`config.mk`:
```
export PLATFORM = sky130hd
export DESIGN_NAME = if_fetch_stage
export DESIGN_NICKNAME = d
export VERILOG_FILES = /design/src/rtl/rv32_pkg.sv /design/src/rtl/adder32.sv /design/src/rtl/if_fetch_stage.sv
export SDC_FILE = /design/constraint.sdc
export NUM_CORES = 1
export LEC_CHECK = 0
export CAP_MARGIN = 20
export CORE_MARGIN = 5
export CORE_UTILIZATION = 39
export CTS_BUF_LIST = sky130_fd_sc_hd__clkbuf_8
export DETAILED_ROUTE_END_ITERATION = 8
export PLACE_DENSITY = 0.65
export SLEW_MARGIN = 20
export SYNTH_ARGS = -nofsm -noshare
export SYNTH_HDL_FRONTEND = slang
export SYNTH_HIERARCHICAL = 1
export SYNTH_SLANG_ARGS = --single-unit
```
`constraint.sdc`:
```
create_clock -name i_clk -period 9.85 [get_ports i_clk]
set_clock_uncertainty 0.1 [all_clocks]
set_input_delay 2.4625 -clock i_clk [delete_from_list [all_inputs] [get_ports i_clk]]
set_output_delay 2.4625 -clock i_clk [all_outputs]
set_load 0.02 [all_outputs]
```
`src/rtl/rv32_pkg.sv`:
```
// Shared RV32I pipeline definitions: widths, reset/bubble constants, opcodes,
// the IF/ID register layout and a word-alignment helper.
package rv32_pkg;

  localparam int          XLEN             = 32;
  localparam logic [31:0] RESET_PC_DEFAULT = 32'h0000_0000;
  localparam logic [31:0] NOP_INSTR        = 32'h0000_0013;  // addi x0,x0,0

  localparam logic [6:0]  OP_BRANCH        = 7'b110_0011;
  localparam logic [6:0]  OP_JAL           = 7'b110_1111;
  localparam logic [6:0]  OP_JALR          = 7'b110_0111;

  typedef struct packed {
    logic [31:0] pc;
    logic [31:0] pc4;
    logic [31:0] instr;
    logic        valid;
  } ifid_t;

  // Clear the two low address bits so every fetch is word aligned.
  function automatic logic [31:0] align_word(input logic [31:0] i_addr);
    return {i_addr[31:2], 2'b00};
  endfunction

endpackage

```
`src/rtl/adder32.sv`:
```
// Plain 32-bit modulo adder used for PC increment.
module adder32 (
  input  logic [31:0] i_a,
  input  logic [31:0] i_b,
  output logic [31:0] o_sum
);

  assign o_sum = i_a + i_b;

endmodule

```
`src/rtl/if_fetch_stage.sv`:
```
// Instruction-fetch stage: owns the PC, drives a 1-cycle synchronous imem and
// fills the IF/ID register. Redirects from EX restart fetch at the aligned
// target; a hazard stall re-issues the last address so no skid buffer is needed.
module if_fetch_stage #(
  parameter logic [31:0] RESET_PC  = 32'h0000_0000,
  parameter logic [31:0] NOP_INSTR = 32'h0000_0013
) (
  input  logic        i_clk,
  input  logic        i_reset,
  input  logic        i_stall,
  input  logic        i_pc_sel,
  input  logic [31:0] i_pc_target,
  output logic [31:0] o_imem_addr,
  input  logic [31:0] i_imem_rdata,
  output logic [31:0] o_ifid_pc,
  output logic [31:0] o_ifid_pc4,
  output logic [31:0] o_ifid_instr,
  output logic        o_ifid_valid,
  output logic        o_misalign
);

  import rv32_pkg::*;

  logic [31:0] r_pc;          // next address to issue
  logic [31:0] r_rsp_pc;      // address issued last cycle
  logic [31:0] r_rsp_pc4;     // its link value, carried to avoid a second adder
  logic        r_rsp_valid;
  ifid_t       r_ifid;
  logic        r_misalign;

  logic [31:0] w_tgt;
  logic [31:0] w_pc_base;
  logic [31:0] w_pc_plus4;
  logic        w_unused_tgt0;

  // JALR semantics: bit 0 of the target is dropped, bit 1 only raises misalign.
  assign w_tgt         = align_word(i_pc_target);
  assign w_unused_tgt0 = i_pc_target[0];

  // Adder operand: the redirect target on a taken branch, otherwise the current PC.
  always_comb begin
    w_pc_base = r_pc;
    if (i_pc_sel) begin
      w_pc_base = w_tgt;
    end else begin
      w_pc_base = r_pc;
    end
  end

  adder32 u_pc_adder (
    .i_a   (w_pc_base),
    .i_b   (32'd4),
    .o_sum (w_pc_plus4)
  );

  // Fetch address: reset > redirect (same-cycle target) > stall (re-issue) > sequential.
  always_comb begin
    o_imem_addr = r_pc;
    if (i_reset) begin
      o_imem_addr = RESET_PC;
    end else if (i_pc_sel) begin
      o_imem_addr = w_tgt;
    end else if (i_stall) begin
      o_imem_addr = r_rsp_pc;
    end else begin
      o_imem_addr = r_pc;
    end
  end

  // PC, in-flight response tracking, IF/ID register and misalign pulse.
  always_ff @(posedge i_clk) begin
    if (i_reset) begin
      r_pc           <= RESET_PC;
      r_rsp_pc       <= RESET_PC;
      r_rsp_pc4      <= 32'h0000_0000;
      r_rsp_valid    <= 1'b0;
      r_ifid.pc      <= 32'h0000_0000;
      r_ifid.pc4     <= 32'h0000_0000;
      r_ifid.instr   <= NOP_INSTR;
      r_ifid.valid   <= 1'b0;
      r_misalign     <= 1'b0;
    end else begin
      r_misalign <= i_pc_sel & i_pc_target[1];
      if (i_pc_sel) begin
        // Redirect wins over stall; the wrong-path word returning now is dropped.
        r_pc         <= w_pc_plus4;
        r_rsp_pc     <= w_tgt;
        r_rsp_pc4    <= w_pc_plus4;
        r_rsp_valid  <= 1'b1;
        r_ifid.instr <= NOP_INSTR;
        r_ifid.valid <= 1'b0;
      end else if (i_stall) begin
        // Hold everything; the re-issued address returns on the first free cycle.
        r_pc         <= r_pc;
        r_rsp_pc     <= r_rsp_pc;
        r_rsp_pc4    <= r_rsp_pc4;
        r_rsp_valid  <= r_rsp_valid;
        r_ifid       <= r_ifid;
      end else begin
        r_pc         <= w_pc_plus4;
        r_rsp_pc     <= r_pc;
        r_rsp_pc4    <= w_pc_plus4;
        r_rsp_valid  <= 1'b1;
        if (r_rsp_valid) begin
          r_ifid.pc    <= r_rsp_pc;
          r_ifid.pc4   <= r_rsp_pc4;
          r_ifid.instr <= i_imem_rdata;
          r_ifid.valid <= 1'b1;
        end else begin
          r_ifid.instr <= NOP_INSTR;
          r_ifid.valid <= 1'b0;
        end
      end
    end
  end

  assign o_ifid_pc    = r_ifid.pc;
  assign o_ifid_pc4   = r_ifid.pc4;
  assign o_ifid_instr = r_ifid.instr;
  assign o_ifid_valid = r_ifid.valid;
  assign o_misalign   = r_misalign;

endmodule

```
==> flow_summary.yaml, run 1 <==
power:
  power_mw: 1.70
  cellLeakagePower_nw: 4.12
  powerDensity_nw_per_um2: 161
  peakVddDrop_mv: 0.0702
die:
  dieArea_um2: 23500
  die_y_um: 153
  die_x_um: 153
  std_cell_rows: 52
  coreArea_um2: 20200
  pin_count: 198
  start_util_pct: 39.6
final_layout:
  n_antenna_cell: 0
  instances_no_fill: 1445
  final_util_pct: 52.1
  syn2layout_area_growth_pct: 31.3
  final_common_cell: "nand2_1"
  finalInstanceArea_um2: 10500
  mostFrequentLayoutCells: "242 x nand2_1, 193 x clkdlybuf4s50_1, 163 x dfxtp_1"
  nFillCells: 1966
  drive_gt1_share_pct: 7.32
  nNetsFinal: 1262
worst_setup_path:
  crit_type: "in2out"
  crit_arrival_ns: 4.59
  endpoint_kind: "output pin"
  worst_setup_path_endpoint: "o_imem_addr[31]"
  worstRegToRegCells: 12
  cp.required_ns: 7.29
  crit_chain: "buf_4 -> buf_4 -> mux2i_1 -> o21ai_0 -> nor2b_1 -> clkdlybuf4s50_1"
  critPathLaunch: "i_stall"
  crit_fanout: 48
  worstReg2RegEnd: "r_rsp_pc4[18]"
  startpoint_type: "input port"
  r2r-start: "r_rsp_pc4[5]"
  cp_slowest_cell: "clkdlybuf4s50_1"
  slowest_delay_ns: 0.65
  r2r_slack_ns: 6.76
  crit_path_frequent_cell: "buf_4"
yosys:
  synth_edf_count: 0
  syn-cell-area_um2: 8020
  synth_fa_ha_area_share_pct: 5.08
  yosys-mux-area-fraction_pct: 7.78
  ys_types: 55
  ys_warn_count: 6
  synth_top_family_by_area: "simple AND/OR/NAND/NOR gates"
  synth_xor_area_share_pct: 3.17
  ys.flop_type: "dfxtp_1"
  synth_cells: 973
  yosysTopAreaCellShare_pct: 40.7
  synth_compound_area_share_pct: 18.7
  ys_ff_latch: 163
  async_flop_share_pct: 0
  avgSynthCellArea_um2: 8.25
  synth_area_leaders: "dfxtp_1 41%, nand2_1 11%, a21oi_1 8.0%"
  yosysSeqAreaShare_pct: 40.7
  yosysTopAreaCell: "dfxtp_1"
  yosys.area_share.simple_pct: 19.0
placement:
  placed_area_um2: 10100
  gp_congestion: 0.824
  dp_cells: 1413
  portBuffers: 196
  hpwl_um: 14700
cts:
  cts.reportedPaths.clkPinSlew_ns: 0.09
  ctsResizeCount: 0
  clock_sinks: 163
  clk_latency_ns: 0.45
  cts_hold_buf: 0
  cts_buffers: 17
  post-cts-setup-buffers: 0
  h-tree-depth: 4
  cts_tree: "done"
  ctsLongestPathBuffers: 2
  clock-root-buffer: "clkbuf_8"
timing:
  timing.fmax_mhz: 140
  min_period_over_period_pct: 72.6
  slew_viol_final: 0
  slew_headroom_pct: 50.4
  tns_ns: 0
  final-setup-viol-count: 0
  finalHoldViolations: 0
  layout_min_cycle_time_ns: 7.15
  grt_setup_unrepaired: "false"
  worst_slew_pin_slew_ns: 0.741
global_route:
  antenna_found_initial: 0
  overflow: 0
  grt_pass1_vias: 6846
  grt_max_degree: 67
  track_usage_pct: 17.8
  grt_pass1_wl_um: 35200
min_path:
  hp-class: "reg2reg"
job:
  drv_cap: 0
drt:
  drc_errors: 0
  avgRoutedWirePerCell_um: 14.7
  wl_um: 21200
  drt_iter0_drc: 380
  via_count: 7068
  antenna_left: 0
  routed_via_density: 4.89
  drt-pass1-iter-count: 7
run_status:
  status: "complete, no violations"
## critical path: cells and delay by family
family | cells | cell delay (ns)
buffers and inverters | 3 | 1.61
and+or+nand+nor | 1 | 0.20
AOI/OAI and AO/OA | 1 | 0.14
muxes | 1 | 0.15
## sequential cells by signal, summed over array words and instances, names as in the netlist
name,count
o_ifid_instr,32
o_ifid_pc4,32
r_rsp_valid,1
o_ifid_valid,1
r_rsp_pc,32
r_rsp_pc4,32
o_ifid_pc,32
o_misalign,1
## where the power goes
part | internal [mW] | switching [mW]
Clock | 0.242 | 0.282
Sequential | 0.703 | 0.0346
Combinational | 0.202 | 0.235
## stage by stage
| step | setup slack [ns] | hold slack, ns |
|---|---|---|
| 5_1_grt | 2.45 | 0.368 |
| 6_report | 2.70 | 0.353 |
| 2_1_floorplan | 3.84 | 0.332 |
| 3_3_place_gp | 2.67 | 0.341 |
| 4_1_cts | 2.64 | 0.359 |
| 3_5_place_dp | 2.64 | 0.345 |
## cells in the mapped netlist, types with 7 or more instances
| cell type | n |
|---|---|
| a21o_1 | 12 |
| a21oi_1 | 129 |
| a22oi_1 | 29 |
| and2b_1 | 18 |
| buf_2 | 21 |
| buf_4 | 8 |
| buf_6 | 12 |
| clkbuf_1 | 23 |
| dfxtp_1 | 163 |
| ha_1 | 31 |
| inv_1 | 11 |
| mux2_2 | 27 |
| mux2i_1 | 32 |
| nand2_1 | 242 |
| nand3_1 | 7 |
| nor2_1 | 44 |
| nor2b_1 | 18 |
| o21ai_0 | 49 |
| xnor2_1 | 20 |
| xor2_1 | 9 |
## worst min-delay path by stage
stage / cells past startpoint / from / slack, ns / endpoint
floorplan: 2 / r_rsp_pc[0] / 0.33 / o_ifid_pc[0]
finish: 2 / r_rsp_pc[3] / 0.35 / o_ifid_pc[3]
detailed placement: 2 / r_rsp_pc[16] / 0.34 / o_ifid_pc[16]
global placement: 2 / o_ifid_pc[30] / 0.34 / o_ifid_pc[30]
CTS: 2 / r_rsp_pc[16] / 0.36 / o_ifid_pc[16]
global route: 2 / r_rsp_pc[6] / 0.37 / o_ifid_pc[6]
## cells by family (layout without fill, tap and decap cells)
family / after synthesis / in the layout
simple gates: 355 / 355
compound gates: 256 / 256
flops: 163 / 163
buf+inv: 77 / 248
mux: 59 / 59
fa+ha+maj: 32 / 32
xor+xnor: 29 / 29
other cells: 2 / 33
## area by class of cell
cell class / instances / area [um^2] / share of cell area (%)
Sequential cell: 163 / 3260 / 31.0
Timing Repair Buffer: 205 / 2020 / 19.2
Clock inverter: 14 / 168 / 1.59
Tap cell: 270 / 338 / 3.21
Multi-Input combinational cell: 764 / 4460 / 42.3
Clock buffer: 18 / 248 / 2.35
Inverter: 11 / 41.3 / 0.392
## metal layers
metal	up-vias	part of all wire, %	track usage, %
li1	3670	-	-
met1	3262	49	24.8
met2	134	47	28.8
met3	2	3.4	3.48
met4	0	0.36	4.08
met5	-	0	0
Note: power is estimated with default switching activity, not from simulation.
==> run 2: changes to the inputs <==
clock period = 7.1 ns   (was 9.85 ns; I/O delays follow)
==> run 2 against run 1 <==
Worst setup slack worse by 1.1 ns. Clock power rose by 37%. Global-route usage decreased by 0.21 points. Largest power group unchanged. Critical path type unchanged. First-iteration DRC count decreased by 28%. Clock-buffer cell count is the same. Hold slack worse by 0.013 ns. Critical endpoint is now o_imem_addr[1]. Sequential power is 38% higher.
==> flow_summary.yaml, run 2 (synthesis results as in run 1) <==
final_layout:
  instances_no_fill: 1445
  syn2layout_area_growth_pct: 31.7
  nFillCells: 1990
  final_common_cell: "nand2_1"
  final_util_pct: 52.2
  nNetsFinal: 1262
  n_antenna_cell: 0
  finalInstanceArea_um2: 10600
  drive_gt1_share_pct: 7.32
  mostFrequentLayoutCells: "242 x nand2_1, 193 x clkdlybuf4s50_1, 163 x dfxtp_1"
timing:
  timing.fmax_mhz: 180
  slew_viol_final: 0
  layout_min_cycle_time_ns: 5.54
  hold_slack_ns: 0.340
  finalHoldViolations: 0
  final-setup-viol-count: 0
  min_period_over_period_pct: 78.1
  fin_ws_ns: 1.56
  slew_headroom_pct: 47.2
  worst_slew_pin_slew_ns: 0.792
  grt_setup_unrepaired: "false"
  tns_ns: 0
worst_setup_path:
  crit_chain: "buf_4 -> buf_4 -> mux2i_1 -> nor2_1 -> clkdlybuf4s50_1"
  endpoint_kind: "output pin"
  crit_arrival_ns: 3.67
  worst-path-buf-inv: 3
  crit_path_frequent_cell: "buf_4"
  cp.required_ns: 5.22
  slowest_delay_ns: 0.63
  crit_family: "buffers and inverters"
  cp_slowest_cell: "clkdlybuf4s50_1"
  crit_type: "in2out"
  crit_fanout: 47
  startpoint_type: "input port"
power:
  power_mw: 2.35
  comb_power_share_pct: 25.8
  p_sw_share_pct: 32.2
  switchingPower_uw: 756
  internal-power_mw: 1.59
  cellLeakagePower_nw: 4.14
  powerDensity_nw_per_um2: 222
  p_seq_share_pct: 43.6
  clock_power_share_pct: 30.6
  peakVddDrop_mv: 0.116
min_path:
  hp-class: "reg2reg"
placement:
  dp_slack_ns: 1.55
  gp_congestion: 0.810
  dp_cells: 1413
  hpwl_um: 14800
  portBuffers: 196
  placed_area_um2: 10100
cts:
  clock_sinks: 163
  cts_tree: "done"
  h-tree-depth: 4
  ctsResizeCount: 0
  clk_latency_ns: 0.45
  cts_hold_buf: 0
  clock-root-buffer: "clkbuf_8"
  ctsLongestPathBuffers: 2
  post-cts-setup-buffers: 0
  cts_buffers: 17
  cts.reportedPaths.clkPinSlew_ns: 0.09
die:
  die_x_um: 153
  dieArea_um2: 23500
  start_util_pct: 39.6
  die_y_um: 153
  pin_count: 198
  coreArea_um2: 20200
  std_cell_rows: 52
run_status:
  status: "complete, no violations"
global_route:
  grt_max_degree: 59
  overflow: 0
  grt_pass1_wl_um: 34600
  antenna_found_initial: 0
  grt_pass1_vias: 6782
  track_usage_pct: 17.6
drt:
  routed_via_density: 4.97
  antenna_left: 0
  avgRoutedWirePerCell_um: 14.6
  drt_iter0_drc: 273
  drc_errors: 0
  drt-pass1-iter-count: 5
  wl_um: 21000
  via_count: 7186
job:
  drv_cap: 0
-- run 2: area by class of cell --
class,instances,area [um^2],area share (%)
multi-input cells,764,4460,42.2
well taps,270,338,3.20
clock inverters,14,170,1.61
flip-flops and latches,163,3260,30.9
inverters,11,41.3,0.391
clock buffers,18,248,2.35
repair buffers,205,2050,19.4
-- run 2: worst register-to-register path, delay by kind of cell (launching register included) --
kind / cells / cell delay (ns)
AO/OA/AOI/OAI: 7 / 1.49
multiplexers: 1 / 0.27
adder cells (fa/ha/maj): 1 / 0.37
flip-flops: 1 / 0.34
AND/OR/NAND/NOR: 2 / 0.28
XOR/XNOR: 1 / 0.15
-- run 2: final timing paths --
path / from / to / slack (ns) / cells past startpoint
setup / recovery: i_stall / o_imem_addr[1] / 1.56 / 5
hold / removal: r_rsp_pc[19] / o_ifid_pc[19] / 0.34 / 2
setup reg to reg: r_rsp_pc4[5] / r_rsp_pc4[30] / 4.04 / 12
hold reg to reg: r_rsp_pc[19] / o_ifid_pc[19] / 0.34 / 2
-- run 2: per-layer routing --
| layer | GRT usage (%) | up-vias | wire, um |
|---|---|---|---|
| met4 | 4.67 | 0 | 246 |
| met1 | 23.6 | 3347 | 10400 |
| met2 | 29.2 | 164 | 9630 |
| li1 | - | 3655 | - |
| met5 | 0 | - | 0 |
| met3 | 3.39 | 20 | 799 |
-- run 2: power by group through the flow --
stage          clock [mW]  combinational (mW)  sequential (mW)
2_1_floorplan           0               0.430             1.05
3_3_place_gp            0               0.591             1.04
6_report            0.719               0.607             1.02
3_5_place_dp            0               0.594             1.04
5_1_grt             0.782               0.674             1.03
4_1_cts             0.743               0.599             1.02
==> run 3: changes to the inputs <==
PLACE_DENSITY = 0.67   (was 0.65)
clock period = 4.74 ns   (was 7.1 ns; I/O delays follow)
==> run 3 against run 2 <==
Worst setup slack worse by 1.1 ns. Utilization grew 0.087 points. Clock-buffer cell count shrank 1. Die area is the same. Sequential power up 50%. Combinational power up 51%. Register-to-register slack lost 2.4 ns. Via count down 0.43%. Wire length hardly changed. Sequential share of layout area decreased by 0.051 points. Total power is 48% higher. Largest power group unchanged. Highest routed layer unchanged.
==> flow_summary.yaml, run 3 (synthesis results as in run 1) <==
worst_setup_path:
  worstRegToRegCells: 12
  crit_family: "buffers and inverters"
  cp.required_ns: 3.45
  startpoint_type: "input port"
  cp.depth: 5
  worst-path-buf-inv: 2
  crit_type: "in2out"
  crit_fanout: 45
  slowest_delay_ns: 0.65
  cp_slowest_cell: "clkdlybuf4s50_1"
  crit_chain: "buf_4 -> mux2i_1 -> o21ai_0 -> nor2b_1 -> clkdlybuf4s50_1"
  endpoint_kind: "output pin"
  crit_arrival_ns: 2.98
timing:
  tns_ns: 0
  worst_slew_pin_slew_ns: 0.785
  layout_min_cycle_time_ns: 4.26
  min_period_over_period_pct: 89.9
  final-setup-viol-count: 0
  slew_viol_final: 0
  timing.fmax_mhz: 235
  finalHoldViolations: 0
  slew_headroom_pct: 47.7
  grt_setup_unrepaired: "false"
cts:
  h-tree-depth: 4
  clock-root-buffer: "clkbuf_8"
  clock_sinks: 163
  ctsLongestPathBuffers: 2
  cts_buffers: 17
  ctsResizeCount: 0
  cts_tree: "done"
  cts.reportedPaths.clkPinSlew_ns: 0.10
  post-cts-setup-buffers: 0
  cts_hold_buf: 0
  clk_latency_ns: 0.47
power:
  p_seq_share_pct: 44.1
  internal-power_mw: 2.33
  clock_power_share_pct: 29.7
  powerDensity_nw_per_um2: 329
  comb_power_share_pct: 26.3
  p_sw_share_pct: 33.2
  cellLeakagePower_nw: 4.14
  peakVddDrop_mv: 0.163
  switchingPower_mw: 1.15
die:
  dieArea_um2: 23500
  pin_count: 198
  start_util_pct: 39.6
  die_y_um: 153
  std_cell_rows: 52
  coreArea_um2: 20200
  die_x_um: 153
final_layout:
  nFillCells: 1942
  syn2layout_area_growth_pct: 31.9
  final_common_cell: "nand2_1"
  instances_no_fill: 1448
  seq_area_um2: 3260
  multi_input_area_um2: 4460
  drive_gt1_share_pct: 7.56
  mostFrequentLayoutCells: "242 x nand2_1, 193 x clkdlybuf4s50_1, 163 x dfxtp_1"
  nNetsFinal: 1265
  n_antenna_cell: 0
drt:
  routed_via_density: 4.94
  drt-pass1-iter-count: 4
  avgRoutedWirePerCell_um: 14.5
  via_count: 7155
  wl_um: 21100
  antenna_left: 0
  drt_iter0_drc: 315
  drc_errors: 0
global_route:
  grt_pass1_vias: 6777
  overflow: 0
  antenna_found_initial: 0
  track_usage_pct: 17.7
  grt_pass1_wl_um: 34800
  grt_max_degree: 69
min_path:
  holdPathStages: 2
  hp-class: "reg2reg"
placement:
  gp_congestion: 0.820
  portBuffers: 196
  hpwl_um: 14900
  dp_cells: 1416
run_status:
  status: "complete, no violations"
job:
  drv_cap: 0
run 3: cell type report:
class | instances | share of cell area (%)
sequential | 163 | 30.8
clock inverter | 15 | 1.57
timing repair buffer | 208 | 19.7
inverter | 11 | 0.390
multi-input combinational | 764 | 42.1
tap | 270 | 3.19
clock buffer | 17 | 2.21
run 3: power by group through the flow:
stage                     combinational [mW]  sequential [mW]  clock [mW]
after floorplan                        0.644             1.57           0
after global placement                 0.885             1.56           0
after detailed placement               0.894             1.57           0
after CTS                              0.901             1.53        1.07
after global routing                    1.02             1.55        1.13
final                                  0.914             1.53        1.03
run 3: worst paths after layout:
kind                start         endpoint  slack (ns)
min           r_rsp_pc[6]     o_ifid_pc[6]        0.35
max               i_stall  o_imem_addr[27]        0.48
max reg2reg  r_rsp_pc4[5]    r_rsp_pc4[30]        1.66
min reg2reg   r_rsp_pc[6]     o_ifid_pc[6]        0.35
run 3: worst min-delay path, delay by kind of cell (launching register included):
| kind | cells | cell delay, ns |
|---|---|---|
| DFF | 1 | 0.32 |
| AOI/OAI and AO/OA | 1 | 0.05 |
| and+or+nand+nor | 1 | 0.05 |
run 3: stage by stage:
stage                     setup WS [ns]  utilization [%]  hold WS (ns)  area [um^2]  power [mW]
final                             0.479             52.3         0.348        10600        3.48
after global routing              0.325             52.3         0.372        10600        3.70
after CTS                         0.467             52.3         0.346        10600        3.51
after detailed placement          0.362             50.3         0.345        10200        2.46
after global placement            0.389             50.3         0.343        10200        2.45
after floorplan                   0.591                -         0.332         8140        2.21
run 3: per-layer routing:
metal  vias up  GRT usage (%)  routed length, um
met5         -              0                  0
met1      3306           23.8              10300
li1       3682              -                  -
met2       152           28.8               9700
met3        15           4.38                918
met4         0           4.08                185
